### config.mk
export PLATFORM = sky130hd
export DESIGN_NAME = tap_gen2
export DESIGN_NICKNAME = d
export VERILOG_FILES = /design/src/rtl/tap_gen2.sv
export SDC_FILE = /design/constraint.sdc
export NUM_CORES = 1
export LEC_CHECK = 0
export ABC_AREA = 1
export BUFFER_PORTS_ARGS = -buffer_cell sky130_fd_sc_hd__clkbuf_2
export CORE_MARGIN = 10
export CORE_UTILIZATION = 52
export DETAILED_ROUTE_END_ITERATION = 8
export GPL_ROUTABILITY_DRIVEN = 0
export PLACE_DENSITY = 0.75
export RECOVER_POWER = 100
export SLEW_MARGIN = 15
export SYNTH_ARGS = -nofsm -noshare
export SYNTH_HDL_FRONTEND = slang
export SYNTH_SLANG_ARGS = --single-unit
### constraint.sdc
create_clock -name tck -period 1.8 [get_ports tck]
set_clock_uncertainty 0.15 [all_clocks]
set_input_delay 0.36 -clock tck [delete_from_list [all_inputs] [get_ports tck]]
set_output_delay 0.36 -clock tck [all_outputs]
set_load 0.01 [all_outputs]
### src/rtl/tap_gen2.sv
// tap_gen2: IEEE 1149.1 TAP with boundary scan, CLAMP and a word-streaming PROGRAM path.
// Latency: state/registers on rising tck, tdo on falling tck; no backpressure (tck-paced).
module tap_gen2 #(
  parameter int          IR_LEN         = 4,
  parameter int          PINS_IN_COUNT  = 4,
  parameter int          PINS_OUT_COUNT = 4,
  parameter int          CFG_WIDTH      = 32,
  parameter int          CNT_W          = 16,
  parameter logic [31:0] IDCODE_VAL     = 32'h1000_0001
) (
  input  logic                      tck,
  input  logic                      trst_n,
  input  logic                      tms,
  input  logic                      tdi,
  output logic                      tdo,
  input  logic [PINS_IN_COUNT-1:0]  pins_in,
  output logic [PINS_OUT_COUNT-1:0] pins_out,
  output logic [PINS_IN_COUNT-1:0]  logic_pins_in,
  input  logic [PINS_OUT_COUNT-1:0] logic_pins_out,
  output logic                      active,
  output logic [CFG_WIDTH-1:0]      config_data,
  output logic                      config_strobe,
  output logic [CNT_W-1:0]          cfg_count
);

  localparam int BND_LEN = PINS_IN_COUNT + PINS_OUT_COUNT;
  localparam int BC_W    = (CFG_WIDTH > 1) ? $clog2(CFG_WIDTH) : 1;
  localparam logic [BC_W-1:0] BC_LAST = BC_W'(CFG_WIDTH - 1);

  localparam logic [IR_LEN-1:0] I_EXTEST  = IR_LEN'(0);
  localparam logic [IR_LEN-1:0] I_IDCODE  = IR_LEN'(1);
  localparam logic [IR_LEN-1:0] I_SAMPLE  = IR_LEN'(2);
  localparam logic [IR_LEN-1:0] I_INTEST  = IR_LEN'(3);
  localparam logic [IR_LEN-1:0] I_CLAMP   = IR_LEN'(4);
  localparam logic [IR_LEN-1:0] I_PROGRAM = IR_LEN'(5);

  typedef enum logic [3:0] {
    S_TLR, S_RTI, S_SEL_DR, S_CAP_DR, S_SH_DR, S_EX1_DR, S_PA_DR, S_EX2_DR, S_UPD_DR,
    S_SEL_IR, S_CAP_IR, S_SH_IR, S_EX1_IR, S_PA_IR, S_EX2_IR, S_UPD_IR
  } state_t;

  state_t               state;
  logic [IR_LEN-1:0]    ir;
  logic [IR_LEN-1:0]    ir_sr;
  logic [31:0]          idc_sr;
  logic                 byp;
  logic [BND_LEN-1:0]   bnd_sr;
  logic [BND_LEN-1:0]   bnd_upd;
  logic [CFG_WIDTH-1:0] prog_sr;
  logic [BC_W-1:0]      bit_cnt;
  logic                 word_done;

  logic is_prog, is_idc, is_bnd, going_tlr, dr_bit0;

  assign is_prog = (ir == I_PROGRAM);
  assign is_idc  = (ir == I_IDCODE);
  assign is_bnd  = (ir == I_EXTEST) || (ir == I_SAMPLE) || (ir == I_INTEST);
  // TLR is only entered from Select-IR or by staying in TLR, both with tms high.
  assign going_tlr = tms && ((state == S_TLR) || (state == S_SEL_IR));

  assign dr_bit0 = is_prog ? prog_sr[0] :
                   is_idc  ? idc_sr[0]  :
                   is_bnd  ? bnd_sr[0]  : byp;

  assign pins_out      = ((ir == I_EXTEST) || (ir == I_CLAMP)) ?
                         bnd_upd[BND_LEN-1:PINS_IN_COUNT] : logic_pins_out;
  assign logic_pins_in = (ir == I_INTEST) ? bnd_upd[PINS_IN_COUNT-1:0] : pins_in;
  assign active        = is_prog && (state != S_TLR);

  always_ff @(posedge tck) begin
    if (!trst_n) begin
      state         <= S_TLR;
      ir            <= I_IDCODE;
      ir_sr         <= '0;
      idc_sr        <= '0;
      byp           <= 1'b0;
      bnd_sr        <= '0;
      bnd_upd       <= '0;
      prog_sr       <= '0;
      bit_cnt       <= '0;
      word_done     <= 1'b0;
      config_data   <= '0;
      config_strobe <= 1'b0;
      cfg_count     <= '0;
    end else begin
      config_strobe <= 1'b0;
      word_done     <= 1'b0;

      case (state)
        S_TLR:    state <= tms ? S_TLR    : S_RTI;
        S_RTI:    state <= tms ? S_SEL_DR : S_RTI;
        S_SEL_DR: state <= tms ? S_SEL_IR : S_CAP_DR;
        S_CAP_DR: state <= tms ? S_EX1_DR : S_SH_DR;
        S_SH_DR:  state <= tms ? S_EX1_DR : S_SH_DR;
        S_EX1_DR: state <= tms ? S_UPD_DR : S_PA_DR;
        S_PA_DR:  state <= tms ? S_EX2_DR : S_PA_DR;
        S_EX2_DR: state <= tms ? S_UPD_DR : S_SH_DR;
        S_UPD_DR: state <= tms ? S_SEL_DR : S_RTI;
        S_SEL_IR: state <= tms ? S_TLR    : S_CAP_IR;
        S_CAP_IR: state <= tms ? S_EX1_IR : S_SH_IR;
        S_SH_IR:  state <= tms ? S_EX1_IR : S_SH_IR;
        S_EX1_IR: state <= tms ? S_UPD_IR : S_PA_IR;
        S_PA_IR:  state <= tms ? S_EX2_IR : S_PA_IR;
        S_EX2_IR: state <= tms ? S_UPD_IR : S_SH_IR;
        S_UPD_IR: state <= tms ? S_SEL_DR : S_RTI;
        default:  state <= S_TLR;
      endcase

      // The word completed on the previous edge is still intact in prog_sr here.
      if (word_done) begin
        config_data   <= prog_sr;
        config_strobe <= 1'b1;
        if (cfg_count != '1) cfg_count <= cfg_count + 1'b1;
      end

      case (state)
        S_CAP_IR: ir_sr <= IR_LEN'(1);
        S_SH_IR:  ir_sr <= {tdi, ir_sr[IR_LEN-1:1]};
        S_UPD_IR: begin
          ir <= ir_sr;
          if (ir_sr == I_PROGRAM) begin
            cfg_count <= '0;
            bit_cnt   <= '0;
          end
        end
        S_CAP_DR: begin
          idc_sr <= IDCODE_VAL | 32'd1;
          byp    <= 1'b0;
          bnd_sr <= {logic_pins_out, pins_in};
        end
        S_SH_DR: begin
          if (is_idc) idc_sr <= {tdi, idc_sr[31:1]};
          if (is_bnd) bnd_sr <= {tdi, bnd_sr[BND_LEN-1:1]};
          byp <= tdi;
          if (is_prog) begin
            prog_sr <= {tdi, prog_sr[CFG_WIDTH-1:1]};
            if (bit_cnt == BC_LAST) begin
              bit_cnt   <= '0;
              word_done <= 1'b1;
            end else begin
              bit_cnt <= bit_cnt + 1'b1;
            end
          end
        end
        S_UPD_DR: begin
          if (is_bnd)  bnd_upd <= bnd_sr;
          if (is_prog) bit_cnt <= '0;
        end
        default: ;
      endcase

      if (going_tlr) begin
        ir        <= I_IDCODE;
        bnd_sr    <= '0;
        bnd_upd   <= '0;
        byp       <= 1'b0;
        bit_cnt   <= '0;
        cfg_count <= '0;
      end
    end
  end

  always_ff @(negedge tck) begin
    if (!trst_n)                tdo <= 1'b0;
    else if (state == S_SH_IR)  tdo <= ir_sr[0];
    else if (state == S_SH_DR)  tdo <= dr_bit0;
    else                        tdo <= 1'b0;
  end

endmodule

* Word level (Yosys, flattened, before mapping)
Index checks and enable logic that the tools add are counted.
** Word-level totals
- Register bits :: 149
- Latch bits :: 0
- Memory bits (writable) :: 0
- Memory bits (read-only) :: 0
- Input bits :: 12
- Output and inout bits :: 59
- Memories kept :: 0
** Cells by class
- Add/subtract/negate cells :: 2
- Multiply operators :: 0
- Divide/modulo/power cells :: 0
- Order comparisons :: 0
- Equal/unequal tests :: 28
- Shift-type cells :: 0
- Muxes and demuxes :: 37
- Bitwise operators :: 1
- Reductions and logical operators :: 22
** Operator list (count)
- 16-bit 2-to-1 mux :: 4
- 32-bit case mux with 2 select lines :: 1
- 4-bit case mux with 12 select lines :: 1
- 4-bit equality test, second input constant :: 8
- 32-bit 2-to-1 mux :: 1
- 4-bit by 3-bit equality test with 1-bit output, second input constant :: 7
- 4-bit 2-to-1 mux :: 6
- 5-bit 2-to-1 mux :: 4
- 16-bit by 1-bit adder with 16-bit output, second input constant :: 1
- 4-bit by 2-bit equality test with 1-bit output, second input constant :: 4
- 16-bit inequality test, second input constant :: 1
- 8-bit case mux with 2 select lines :: 1
- 5-bit case mux with 3 select lines :: 1
- 1-bit 2-to-1 mux :: 10
- 2-bit inequality test, second input constant :: 5
- 4-bit by 1-bit equality test with 1-bit output, second input constant :: 2
- 4-bit zero test :: 2
- 8-bit 2-to-1 mux :: 1
- 4-bit case mux with 2 select lines :: 1
- 2-bit AND reduction :: 4
- 2-bit 2-to-1 mux :: 3
- 3-bit 2-to-1 mux :: 2
- 2-bit OR reduction :: 3
- 5-bit by 1-bit adder with 5-bit output, second input constant :: 1
- other kinds (11) :: 16

* Logic depth before layout (Yosys ltp)
- Depth after elaboration :: 8
- Gate-level depth with buffers :: 10
- Gate-level depth less buffers :: 10

==> results_dict.tcl <==
set metrics [dict create \
    fin_nets 1001 \
    rsz0062_at_grt "true" \
    slew_violations 0 \
    numPortBuffers 70 \
    drtIter0Drc 543 \
    core_um2 12000 \
    setup_violations 29 \
    cts_hold_buf 0 \
    hold_path.class "in -> reg" \
    drtAntennaViolNets 0 \
    insertion_delay_ns 0.43 \
    async_flop_share_pct 0 \
    powerDensity_nw_per_um2 866 \
    synth_top_cell_by_area "dfxtp_1" \
    grt_pass1_wl_um 24700 \
    post-synth-top-area-fraction_pct 47.1 \
    cts_tree "built" \
    synth-seq-cells 149 \
    io_pins 71 \
    finish.utilization_pct 66.9 \
    wl_um 15400 \
    vdd_drop_max_mv 0.577 \
    die-area_um2 17000 \
    clock-sinks 149 \
    synth.most_common_cell "nor2_1" \
    seq_area_frac_synth_pct 47.1 \
    cpMaxStageDelayCell "dfxtp_2" \
    criticalPathCategory "reg -> out" \
    die_y_um 130 \
    vias 5864 \
    routedWlPerCell_um 13.5 \
    ys_top_cells_by_count "187 x nor2_1, 166 x nand2_1, 149 x dfxtp_1, 96 x o21ai_0" \
    maxCapViolations 0 \
    worst_ep_required_time_ns 1.29 \
    synth_area_um2 6340 \
    synth_area_leaders "dfxtp_1 47%, nor2_1 11%, nand2_1 9.8%" \
    grt_pass1_vias 5540 \
    dp_hpwl_um 9580 \
    status "finished with violations" \
    die_w_um 130 \
    max_slew_margin_pct 49.7 \
    use_met2_pct 29.9 \
    via_per_inst 5.12 \
    setup_slack_ns -0.518 \
    synth-edff-count 0 \
    grt_overflow 0 \
    endpoint_kind "primary output" \
    worst_pin_slew_ns 0.754 \
    crit_family "flip-flops" \
    antenna_found_initial 0 \
    clk_path_buf_depth 2 \
    antenna_cells 0 \
    drc_errors 0 \
    grt_usage_pct 17.8 \
    start_util_pct 53.0 \
    grt_max_degree 68 \
    cp_data_arrival_time_ns 1.81 \
    syn_inst 864 \
    use_met1_pct 21.1 \
    hold_viol 0 \
    use_met3_pct 4.79 \
    drive_above_1_share_pct 21.8 \
    start_kind "register" \
    top_usage_layer "met2" \
    rrSetupSlack_ns -0.27 \
    synth_ff_type "dfxtp_1" \
    rows 40 \
    slowest_delay_ns 0.33 \
    crit_chain "buf_6" \
    synth.distinct_cells 39 \
    synth_warnings 0 \
    critPathBufInv 1 \
    htree_levels 4 \
    synth_nets 879 \
    cts_root_buffer "clkbuf_16" \
    finalPower_mw 6.93 \
    synth_area_per_cell_um2 7.33 \
    p_leak_nw 3.50 \
    numCtsBuffers 17 \
    violations "setup timing" \
    clk_pin_slew_worst_paths_ns 0.06 \
    area_growth_syn_to_layout_pct 26.3 \
    dr.pass1.iters 5 \
    crit_fanout 1 \
]
==> per-layer routing <==
metal | vias up | share of wire [%]
met5 | - | 0
met2 | 128 | 48
met3 | 27 | 4.5
met1 | 2672 | 45
li1 | 3037 | -
met4 | 0 | 2.0
==> report_power, final <==
part	total, mW	internal (mW)	switching, mW	leakage [nW]
clock network	3.31	1.93	1.38	0.260
logic	0.310	0.120	0.190	2.03
registers	3.31	3.30	0.00464	1.20
total	6.93	5.36	1.57	3.50
==> repair_timing <==
action / CTS / global route
cloned: 0 / 4
setup endpoints to repair: 12 / 82
endpoints found under the hold margin: 0 / 0
buffers inserted: 3 / 9
pin swaps: 11 / 9
resized for setup: 49 / 31
==> path summary, 6_finish.rpt <==
path                            startpoint        end  depth (start not counted)
worst min-delay path                   tdi   ir_sr[3]                          3
worst max-delay path                   tdo        tdo                          1
worst min register to register   idc_sr[9]  idc_sr[9]                          2
worst max register to register       ir[2]        tdo                          7
==> registers in the layout (all words and copies together) (netlist names) <==
register and flops:
prog_sr 32, byp 1, config_strobe 1, bit_cnt 5, word_done 1, cfg_count 16, bnd_sr 8, config_data 32
tdo 1, idc_sr 32, ir_sr 4, bnd_upd 8, state 4, ir 4
==> cell families after synthesis <==
group	count (synthesis)	synth area share (%)
buf+inv	100	6.93
compound gates	172	14.7
simple gates	434	29.8
xor+xnor	3	0.415
mux	3	0.533
flops	149	47.1
fa+ha+maj	3	0.592
==> placed cells by master, fill, tap and decap left out, types with 5 or more instances in the layout <==
master and n:
nor2_1 175, nand2_1 162, dfxtp_1 141, o21ai_0 92, clkbuf_1 53, a21oi_1 50
inv_1 49, buf_4 47, nand3_1 30, clkbuf_2 21, clkbuf_16 19, nand2_2 17
a21oi_2 16, nor2_4 15, buf_6 11, nor2_2 9, inv_2 9, nand2_4 7
dfxtp_2 7, clkinvlp_4 5
==> stage by stage <==
stage / std cells / TNS, ns / instance area, um^2 / hold slack, ns / setup slack, ns
2_1_floorplan: 864 / -0.286 / 6380 / 0.282 / -0.286
3_3_place_gp: 1098 / -0.350 / 7160 / 0.290 / -0.276
3_5_place_dp: 1098 / -0.355 / 7160 / 0.303 / -0.284
4_1_cts: 1132 / -2.49 / 7890 / 0.0909 / -0.532
5_1_grt: 1145 / -9.58 / 8000 / 0.118 / -0.533
6_report: 1145 / -2.96 / 8000 / 0.112 / -0.518
==> layout make-up <==
class | instances | area (um^2)
Inverter | 62 | 254
Clock buffer | 20 | 447
Clock inverter | 12 | 108
Tap cell | 147 | 184
Fill cell | 1028 | 3960
Sequential cell | 149 | 3000
Timing Repair Buffer | 139 | 893
Multi-Input combinational cell | 616 | 3120
Note: power is estimated with default switching activity, not from simulation.
